===== config.mk =====
export PLATFORM = sky130hd
export DESIGN_NAME = register_file_sb
export DESIGN_NICKNAME = d
export VERILOG_FILES = /design/src/rtl/register_file_sb.sv
export SDC_FILE = /design/constraint.sdc
export NUM_CORES = 2
export LEC_CHECK = 0
export CAP_MARGIN = 40
export CORE_MARGIN = 4
export CORE_UTILIZATION = 35
export CTS_CLUSTER_DIAMETER = 30
export DETAILED_ROUTE_END_ITERATION = 10
export GPL_TIMING_DRIVEN = 0
export PLACE_DENSITY = 0.6
export SYNTH_ARGS = -nofsm -noshare
export SYNTH_HDL_FRONTEND = slang
export SYNTH_SLANG_ARGS = --single-unit

===== constraint.sdc =====
create_clock -name CLK -period 6.99 [get_ports CLK]
set_input_delay 0.699 -clock CLK [delete_from_list [all_inputs] [get_ports CLK]]
set_output_delay 0.699 -clock CLK [all_outputs]
set_load 0.005 [all_outputs]

===== src/rtl/register_file_sb.sv =====
// ---------------------------------------------------------------------------
// register_file_sb
//
// Decode-stage register file with write-to-read bypass and a per-register
// pending (scoreboard) bit used by the hazard unit.
//
// Parameters
//   DATA_W     width of each register
//   NUM_REGS   number of registers (power of two, >= 2)
//   NUM_RPORTS number of independent combinational read ports (1..4)
//   BYPASS     1 = a same-cycle write is forwarded to matching read ports
//   ZERO_REG   1 = register 0 reads as zero, ignores writes, never pending
//
// Ports
//   CLK        clock, all state changes on the rising edge
//   RST        synchronous reset, active-high, wins over every other input
//   WEN        writeback write enable
//   wsel       writeback register index
//   wdat       writeback data
//   rsel       packed read indices, port k at [k*SEL_W +: SEL_W]
//   rdat       packed read data,    port k at [k*DATA_W +: DATA_W]
//   rbusy      per-port flag: selected register still has a producer in flight
//   issue_en   mark register issue_sel pending
//   issue_sel  destination index of the issued instruction
//   flush      clear every pending bit (pipeline squash)
//   pend_cnt   registered population count of the pending bits
// ---------------------------------------------------------------------------
module register_file_sb #(
   parameter int DATA_W     = 32,
   parameter int NUM_REGS   = 32,
   parameter int NUM_RPORTS = 2,
   parameter int BYPASS     = 1,
   parameter int ZERO_REG   = 1,
   localparam int SEL_W     = $clog2(NUM_REGS),
   localparam int CNT_W     = $clog2(NUM_REGS) + 1
) (
   input  logic                         CLK,
   input  logic                         RST,
   input  logic                         WEN,
   input  logic [SEL_W-1:0]             wsel,
   input  logic [DATA_W-1:0]            wdat,
   input  logic [NUM_RPORTS*SEL_W-1:0]  rsel,
   output logic [NUM_RPORTS*DATA_W-1:0] rdat,
   output logic [NUM_RPORTS-1:0]        rbusy,
   input  logic                         issue_en,
   input  logic [SEL_W-1:0]             issue_sel,
   input  logic                         flush,
   output logic [CNT_W-1:0]             pend_cnt
);

   localparam logic [SEL_W-1:0]  SEL_ZERO  = {SEL_W{1'b0}};
   localparam logic [DATA_W-1:0] DATA_ZERO = {DATA_W{1'b0}};
   localparam logic [CNT_W-1:0]  CNT_ZERO  = {CNT_W{1'b0}};

   // Population count of a pending vector; sized so NUM_REGS itself fits.
   function automatic logic [CNT_W-1:0] popcount(input logic [NUM_REGS-1:0] v);
      logic [CNT_W-1:0] acc;
      acc = CNT_ZERO;
      for (int i = 0; i < NUM_REGS; i++) begin
         acc = acc + {{(CNT_W-1){1'b0}}, v[i]};
      end
      return acc;
   endfunction

   // State
   logic [DATA_W-1:0]   regs_q [NUM_REGS];
   logic [NUM_REGS-1:0] pend_q;
   logic [NUM_REGS-1:0] pend_d;
   logic [CNT_W-1:0]    pend_cnt_q;
   logic [CNT_W-1:0]    pend_cnt_d;

   // Per-port decode helpers
   logic [SEL_W-1:0]      rsel_s     [NUM_RPORTS];
   logic [NUM_RPORTS-1:0] zero_sel_s;
   logic [NUM_RPORTS-1:0] byp_hit_s;
   logic [NUM_RPORTS-1:0] iss_hit_s;
   logic                  write_ok_s;

   // A write to the hardwired zero register is silently dropped.
   always_comb begin
      write_ok_s = 1'b0;
      if (WEN && !((ZERO_REG != 0) && (wsel == SEL_ZERO))) begin
         write_ok_s = 1'b1;
      end else begin
         write_ok_s = 1'b0;
      end
   end

   // Unpack read selects and classify each port against the zero reg, the
   // writeback (bypass) and the issuing instruction.
   always_comb begin
      zero_sel_s = {NUM_RPORTS{1'b0}};
      byp_hit_s  = {NUM_RPORTS{1'b0}};
      iss_hit_s  = {NUM_RPORTS{1'b0}};
      for (int k = 0; k < NUM_RPORTS; k++) begin
         rsel_s[k]     = rsel[k*SEL_W +: SEL_W];
         zero_sel_s[k] = (ZERO_REG != 0) && (rsel_s[k] == SEL_ZERO);
         // Bypass only from a write that actually lands in the file.
         byp_hit_s[k]  = (BYPASS != 0) && write_ok_s && (wsel == rsel_s[k]);
         iss_hit_s[k]  = issue_en && (issue_sel == rsel_s[k]);
      end
   end

   // Combinational read data with zero-register forcing and bypass.
   always_comb begin
      rdat = {(NUM_RPORTS*DATA_W){1'b0}};
      for (int k = 0; k < NUM_RPORTS; k++) begin
         if (zero_sel_s[k]) begin
            rdat[k*DATA_W +: DATA_W] = DATA_ZERO;
         end else if (byp_hit_s[k]) begin
            rdat[k*DATA_W +: DATA_W] = wdat;
         end else begin
            rdat[k*DATA_W +: DATA_W] = regs_q[rsel_s[k]];
         end
      end
   end

   // Busy flags: a forwarded value clears busy unless a new producer for the
   // same register is issued in the same cycle.
   always_comb begin
      rbusy = {NUM_RPORTS{1'b0}};
      for (int k = 0; k < NUM_RPORTS; k++) begin
         if (zero_sel_s[k]) begin
            rbusy[k] = 1'b0;
         end else if (byp_hit_s[k] && !iss_hit_s[k]) begin
            rbusy[k] = 1'b0;
         end else begin
            rbusy[k] = pend_q[rsel_s[k]];
         end
      end
   end

   // Next-state pending bits: flush > issue (set) > writeback (clear) > hold.
   always_comb begin
      pend_d = pend_q;
      for (int i = 0; i < NUM_REGS; i++) begin
         if (flush) begin
            pend_d[i] = 1'b0;
         end else if (issue_en && (issue_sel == SEL_W'(i))) begin
            pend_d[i] = 1'b1;
         end else if (WEN && (wsel == SEL_W'(i))) begin
            pend_d[i] = 1'b0;
         end else begin
            pend_d[i] = pend_q[i];
         end
      end
      if (ZERO_REG != 0) begin
         pend_d[0] = 1'b0;
      end else begin
         pend_d[0] = pend_d[0];
      end
   end

   // The count is taken from the next state so it matches pend after the edge.
   always_comb begin
      pend_cnt_d = popcount(pend_d);
   end

   // Register storage: clear on reset, otherwise accept the writeback.
   always_ff @(posedge CLK) begin
      if (RST) begin
         for (int i = 0; i < NUM_REGS; i++) begin
            regs_q[i] <= DATA_ZERO;
         end
      end else if (write_ok_s) begin
         regs_q[wsel] <= wdat;
      end else begin
         regs_q[wsel] <= regs_q[wsel];
      end
   end

   // Pending bits and their registered population count.
   always_ff @(posedge CLK) begin
      if (RST) begin
         pend_q     <= {NUM_REGS{1'b0}};
         pend_cnt_q <= CNT_ZERO;
      end else begin
         pend_q     <= pend_d;
         pend_cnt_q <= pend_cnt_d;
      end
   end

   assign pend_cnt = pend_cnt_q;

endmodule

Yosys cells after proc, flatten, opt, wreduce, memory -nomap -nowiden:

Memories as Yosys holds them, arrays and structs flattened.
Cells that the tools add are included.

* output and inout port bits: 72
* RAM bits: 1024
* memories kept: 1
* register bits after elaboration: 38
* logic and storage cells: 299
* input port bits: 57

* reductions and logical operators: 77
* mux-type cells: 118
* magnitude comparators: 2
* bitwise gates (word level): 1
* eq/ne operators: 67
* add/sub/neg operators: 30

Memories
* regs_q: words 32, width 32, rd ports 2, clocked after memory_dff 0, write ports 32, line 66 `logic [DATA_W-1:0] regs_q [NUM_REGS];`

Operators by type and width (number)
* $mux 32: 6
* $eq 5x5->1 const B: 32
* $add 6x1->6: 25
* $mux 1: 109
* $eq 5x4->1 const B: 16
* $logic_and 1x1->1: 69
* $eq 5x3->1 const B: 8
* $reduce_or 32->1: 1
* $eq 5x2->1 const B: 4
* $eq 5x5->1: 4
* $logic_not 5->1: 3
* $lt 5x6->1 const B: 2
* $bmux 1 s5: 2
* $eq 5x1->1 const B: 2
* $add 5x1->6: 1
* $add 4x1->5: 1
* $mux 5: 1
* $add 3x1->4: 1
* $add 2x1->3: 1
* $logic_not 1->1: 3
* $add 1x1->2: 1
* $reduce_and 2->1: 1
* $ne 0x0->1: 1
* $or 1x1->1: 1

Depth between registers and ports, before layout:

* word-level depth: 35
* gate-level depth with buffers: 23
* depth with buffers taken out: 21

Least setup slack after synthesis:

No wires, ideal clock.

* path type: input port to flip-flop
* start point: input port wsel[1]
* end point: register pend_cnt_q[4] (netlist: pend_cnt[4])
* setup time: 0.128 ns
* setup slack: 0.989 ns
* path buffers: 2
* data required time: 6.862 ns
* data arrival time: 5.874 ns
* stages on the path: 21
* cell sequence: clkbuf_1 nand2_1 or2_2 clkbuf_1 o21ai_0 a21o_1 fa_1 fa_1 inv_1 fa_1 inv_1 fa_1 fa_1 fa_1 fa_1 fa_1 inv_1 a21o_1 a21oi_1 xor2_1 nor2_1

* word-level cells in the longest chain between the ends: 35
* elaborated cells on any way between the ends: 185
* classes of those cells: add/sub (30); eq/ne (31); mux (93); reduce/logical (31)

Ends and longest elaborated chain
* start, declared: line 40 `input logic [SEL_W-1:0] wsel,`
* $eq 5x1->1 / $eq 5x2->1 (equally long branches): line 141 `end else if (WEN && (wsel == SEL_W'(i))) begin`
* $logic_and 1x1->1: line 141
* $mux 1: line 141
* $mux 1: line 139 `end else if (issue_en && (issue_sel == SEL_W'(i))) begin`
* $mux 1: line 137 `if (flush) begin`
* $add 1x1->2: line 60 `acc = acc + {{(CNT_W-1){1'b0}}, v[i]};`
* $add 2x1->3: line 60
* $add 3x1->4: line 60
* $add 4x1->5: line 60
* $add 5x1->6: line 60
* $add 6x1->6 (24 in a row): line 60
* $add 6x1->6 (*): line 60
* end signal, assigned: line 179 `pend_cnt_q <= pend_cnt_d;`
* end, declared: line 69 `logic [CNT_W-1:0] pend_cnt_q;`

Every way passes the cells marked *; elsewhere a longest branch is shown, timed or not.
A chain may end at the register's enable or synchronous reset.

Worst setup path after layout:

* start point: input port rsel[6]
* end point: output port rdat[45]

* word-level cells in the longest chain between the ends: 4
* elaborated cells on any way between the ends: 6
* classes of those cells: eq/ne (1); mux (2); reduce/logical (2); memory (1)

Ends and longest elaborated chain
* start, declared: line 42 `input logic [NUM_RPORTS*SEL_W-1:0] rsel,`
* branches (longest 3 deep; another with $mem_v2 32x32)
* $mux 32 (*): line 108 `if (zero_sel_s[k]) begin`
* end, declared: line 43 `output logic [NUM_RPORTS*DATA_W-1:0] rdat,`

Every way passes the cells marked *.

==> results.yml <==
global_route:
  grt_pass1_vias: 45100
  overflow: 0
  grt_usage_pct: 37.4
  antenna_found_initial: 35
  grt_max_degree: 26
  grt_pass1_wl_microns: 428000
routing:
  dr.pass1.iters: 8
  wl_per_cell_microns: 45.7
  first_iter_violations: 8748
  ant_nets: 0
  routed_wl_microns: 334000
  routed_via_density: 6.59
  drc: 0
  via_count: 48200
timing:
  period_minus_slack_ns: 7.09
  setup_viol: 2
  layout_setup_ws_ns: -0.0957
  fmax_mhz: 141
  fin_worst_skew_ns: 0.0255
  fin_crit_sh_pct: 101
  worstMarginPinSlew_ns: 1.10
  whs_ns: 0.567
  slew_headroom_pct: 26.8
  rsz0062_at_grt: "false"
  finalHoldViolCount: 0
  final-max-slew-violation-count: 0
worst_setup_path:
  r2r_slack_ns: 1.59
  cp_slowest_cell: "buf_2"
  cp_num_buf_inv: 7
  path_common_cell: "buf_4"
  crit_path_start_kind: "input pin"
  crit_family: "buffers and inverters"
  crit_type: "input pin to output port"
  path_max_fanout: 11
  cpPeakStageDelay_ns: 0.87
  cp.required_ns: 6.29
  cp.arrival_ns: 6.39
  endpoint_kind: "output port"
  crit_path_cell_trace: "clkdlybuf4s50_1 > buf_4 > buf_4 > buf_2 > buf_2 > buf_4 > mux2i_1 > o211ai_1 > nor2_1 > nor2_1 > clkdlybuf4s50_1"
  r2r_start: "pend_q[24]$_SDFF_PP0_"
  crit_start: "rsel[6]"
cts:
  h-tree-depth: 5
  clkLatencyLatePin_ns: 0.89
  cts_resized: 0
  clk_path_buf_depth: 4
  postCtsSetupBuffers: 0
  cts-root-buf: "clkbuf_16"
  numCtsBuffers: 274
  cts.clk_slew.worst_paths_ns: 0.04
  clock-sinks: 1061
  hold_buffers: 0
  cts_tree: "built"
hold_path:
  hold_path_class: "input pin to flip-flop"
  min_from: "issue_sel[2]"
synth:
  synth-seq-cells: 1061
  syn_inst: 4316
  yosysUniqueCellTypes: 63
  avgSynthCellArea_sq_um: 13.6
  synth_area_sq_um: 58700
  yosys_warnings: 0
  synth_edf_count: 1024
  async_reset_ff_share_pct: 0
  synth.yosys.seq_area_share_pct: 53.7
  synthFlopType: "edfxtp_1"
floorplanning:
  ios: 129
  core_sq_um: 166000
  die_h_microns: 417
  die_w_microns: 417
  initial_utilization_pct: 35.4
  num_rows: 149
  die_area_sq_um: 174000
finish:
  area_delta_synth_final_pct: 26.2
  drive_above_1_share_pct: 23.8
  nets: 4973
placement:
  hpwl_microns: 242000
  numPortBuffers: 116
  gp_congestion: 1.10
power_and_ir_drop:
  leakagePower_nw: 26.9
  peakVddDrop_mv: 0.271
  power_w: 0.0231
  power_density_nw_per_um2: 311
flow_run:
  max-cap-violations: 0
outcome:
  violations: "setup timing"
  status: "finished, violations left"
## sequential cells by signal, indices dropped and copies added, names as in the netlist
| register | cells |
|---|---|
| pend_cnt | 6 |
| pend_q | 31 |
| regs_q | 1024 |
## logic make-up after synthesis
family / after synthesis / share of synthesized area, %
AND/OR/NAND/NOR: 1489 / 14.9
flip-flops: 1061 / 53.7
multiplexers: 730 / 20.5
AO/OA/AOI/OAI: 512 / 6.05
buffers and inverters: 470 / 3.66
adder cells (fa/ha/maj): 30 / 0.934
XOR/XNOR: 23 / 0.343
other: 1 / 0.00639
## per-stage QoR
stage	cell area [sq um]	utilization [%]	setup slack, ns	setup TNS [ns]	instances
floorplan	58800	-	0.989	0	4347
global placement	62700	37.8	-1.04	-2.61	6652
detailed placement	64800	39.1	-0.123	-0.123	6789
CTS	73800	44.5	0.242	0	7256
global route	73900	44.6	0.132	0	7267
finish	74000	44.7	-0.0957	-0.121	7306
## tightest hold or removal path, cell delays in order
cell      delay [ns]
clkbuf_1        0.20
nand2_1         0.14
nor2_1          0.10
nand2_1         0.08
a21o_1          0.14
nor2_1          0.04
## Yosys cell counts (46+ instances only)
master | instances | area share, %
edfxtp_1 | 1024 | 52
clkbuf_1 | 259 | 1.7
and2_1 | 995 | 11
buf_2 | 112 | 0.96
mux2i_1 | 314 | 5.4
nor3_1 | 46 | 0.39
nor2_1 | 134 | 0.86
a21oi_1 | 64 | 0.55
a221oi_1 | 49 | 0.73
a211oi_1 | 52 | 0.67
nand2_1 | 104 | 0.67
o22ai_1 | 48 | 0.51
nor2b_1 | 53 | 0.57
mux4_2 | 371 | 14
o21ai_0 | 102 | 0.87
a22oi_1 | 68 | 0.87
## layout by cell type, fill, tap and decap left out, types with 38 or more instances in the layout
master           count
clkdlybuf4s50_1    116
nor2_1             133
buf_2              130
a221oi_1            49
bufinv_16           38
o21ai_0            102
mux2i_1            314
diode_2             40
nor3_1              46
a211oi_1            52
o22ai_1             48
clkbuf_16          280
edfxtp_1          1024
mux4_2             371
and2_1             995
mux2_2              45
buf_6               47
nor2b_1             53
a22oi_1             68
clkbuf_1           289
nand2_1            104
a21oi_1             64
buf_4               49
## path summary, 6_finish.rpt
check | end | cells past startpoint
setup / recovery | rdat[45] | 11
hold reg to reg | pend_q[26]$_SDFF_PP0_ | 3
setup reg to reg | pend_cnt[4]$_SDFF_PP0_ | 17
hold / removal | pend_q[28]$_SDFF_PP0_ | 6
## final cells by class
class	count	area (sq um)
timing repair buffer	263	3380
tap	2189	2740
clock inverter	144	1820
clock buffer	323	7190
multi-input combinational	2816	25200
sequential	1061	31500
inverter	30	113
antenna	40	100
fill	14700	91700
buffer	440	2050
## routing by layer
metal,up-vias,global-route usage [%],wire length (microns)
li1,17600,-,-
met1,24300,44.0,114000
met2,4953,50.2,132000
met3,1326,20.4,55500
met4,18,29.4,31900
met5,-,1.31,338
## power by group
part	switching [W]	internal (W)	total, W
sequential	0.000197	0.00733	0.00753
clock	0.00401	0.00867	0.0127
combinational	0.00192	0.000932	0.00285
Power figures use the tool's default switching activity.
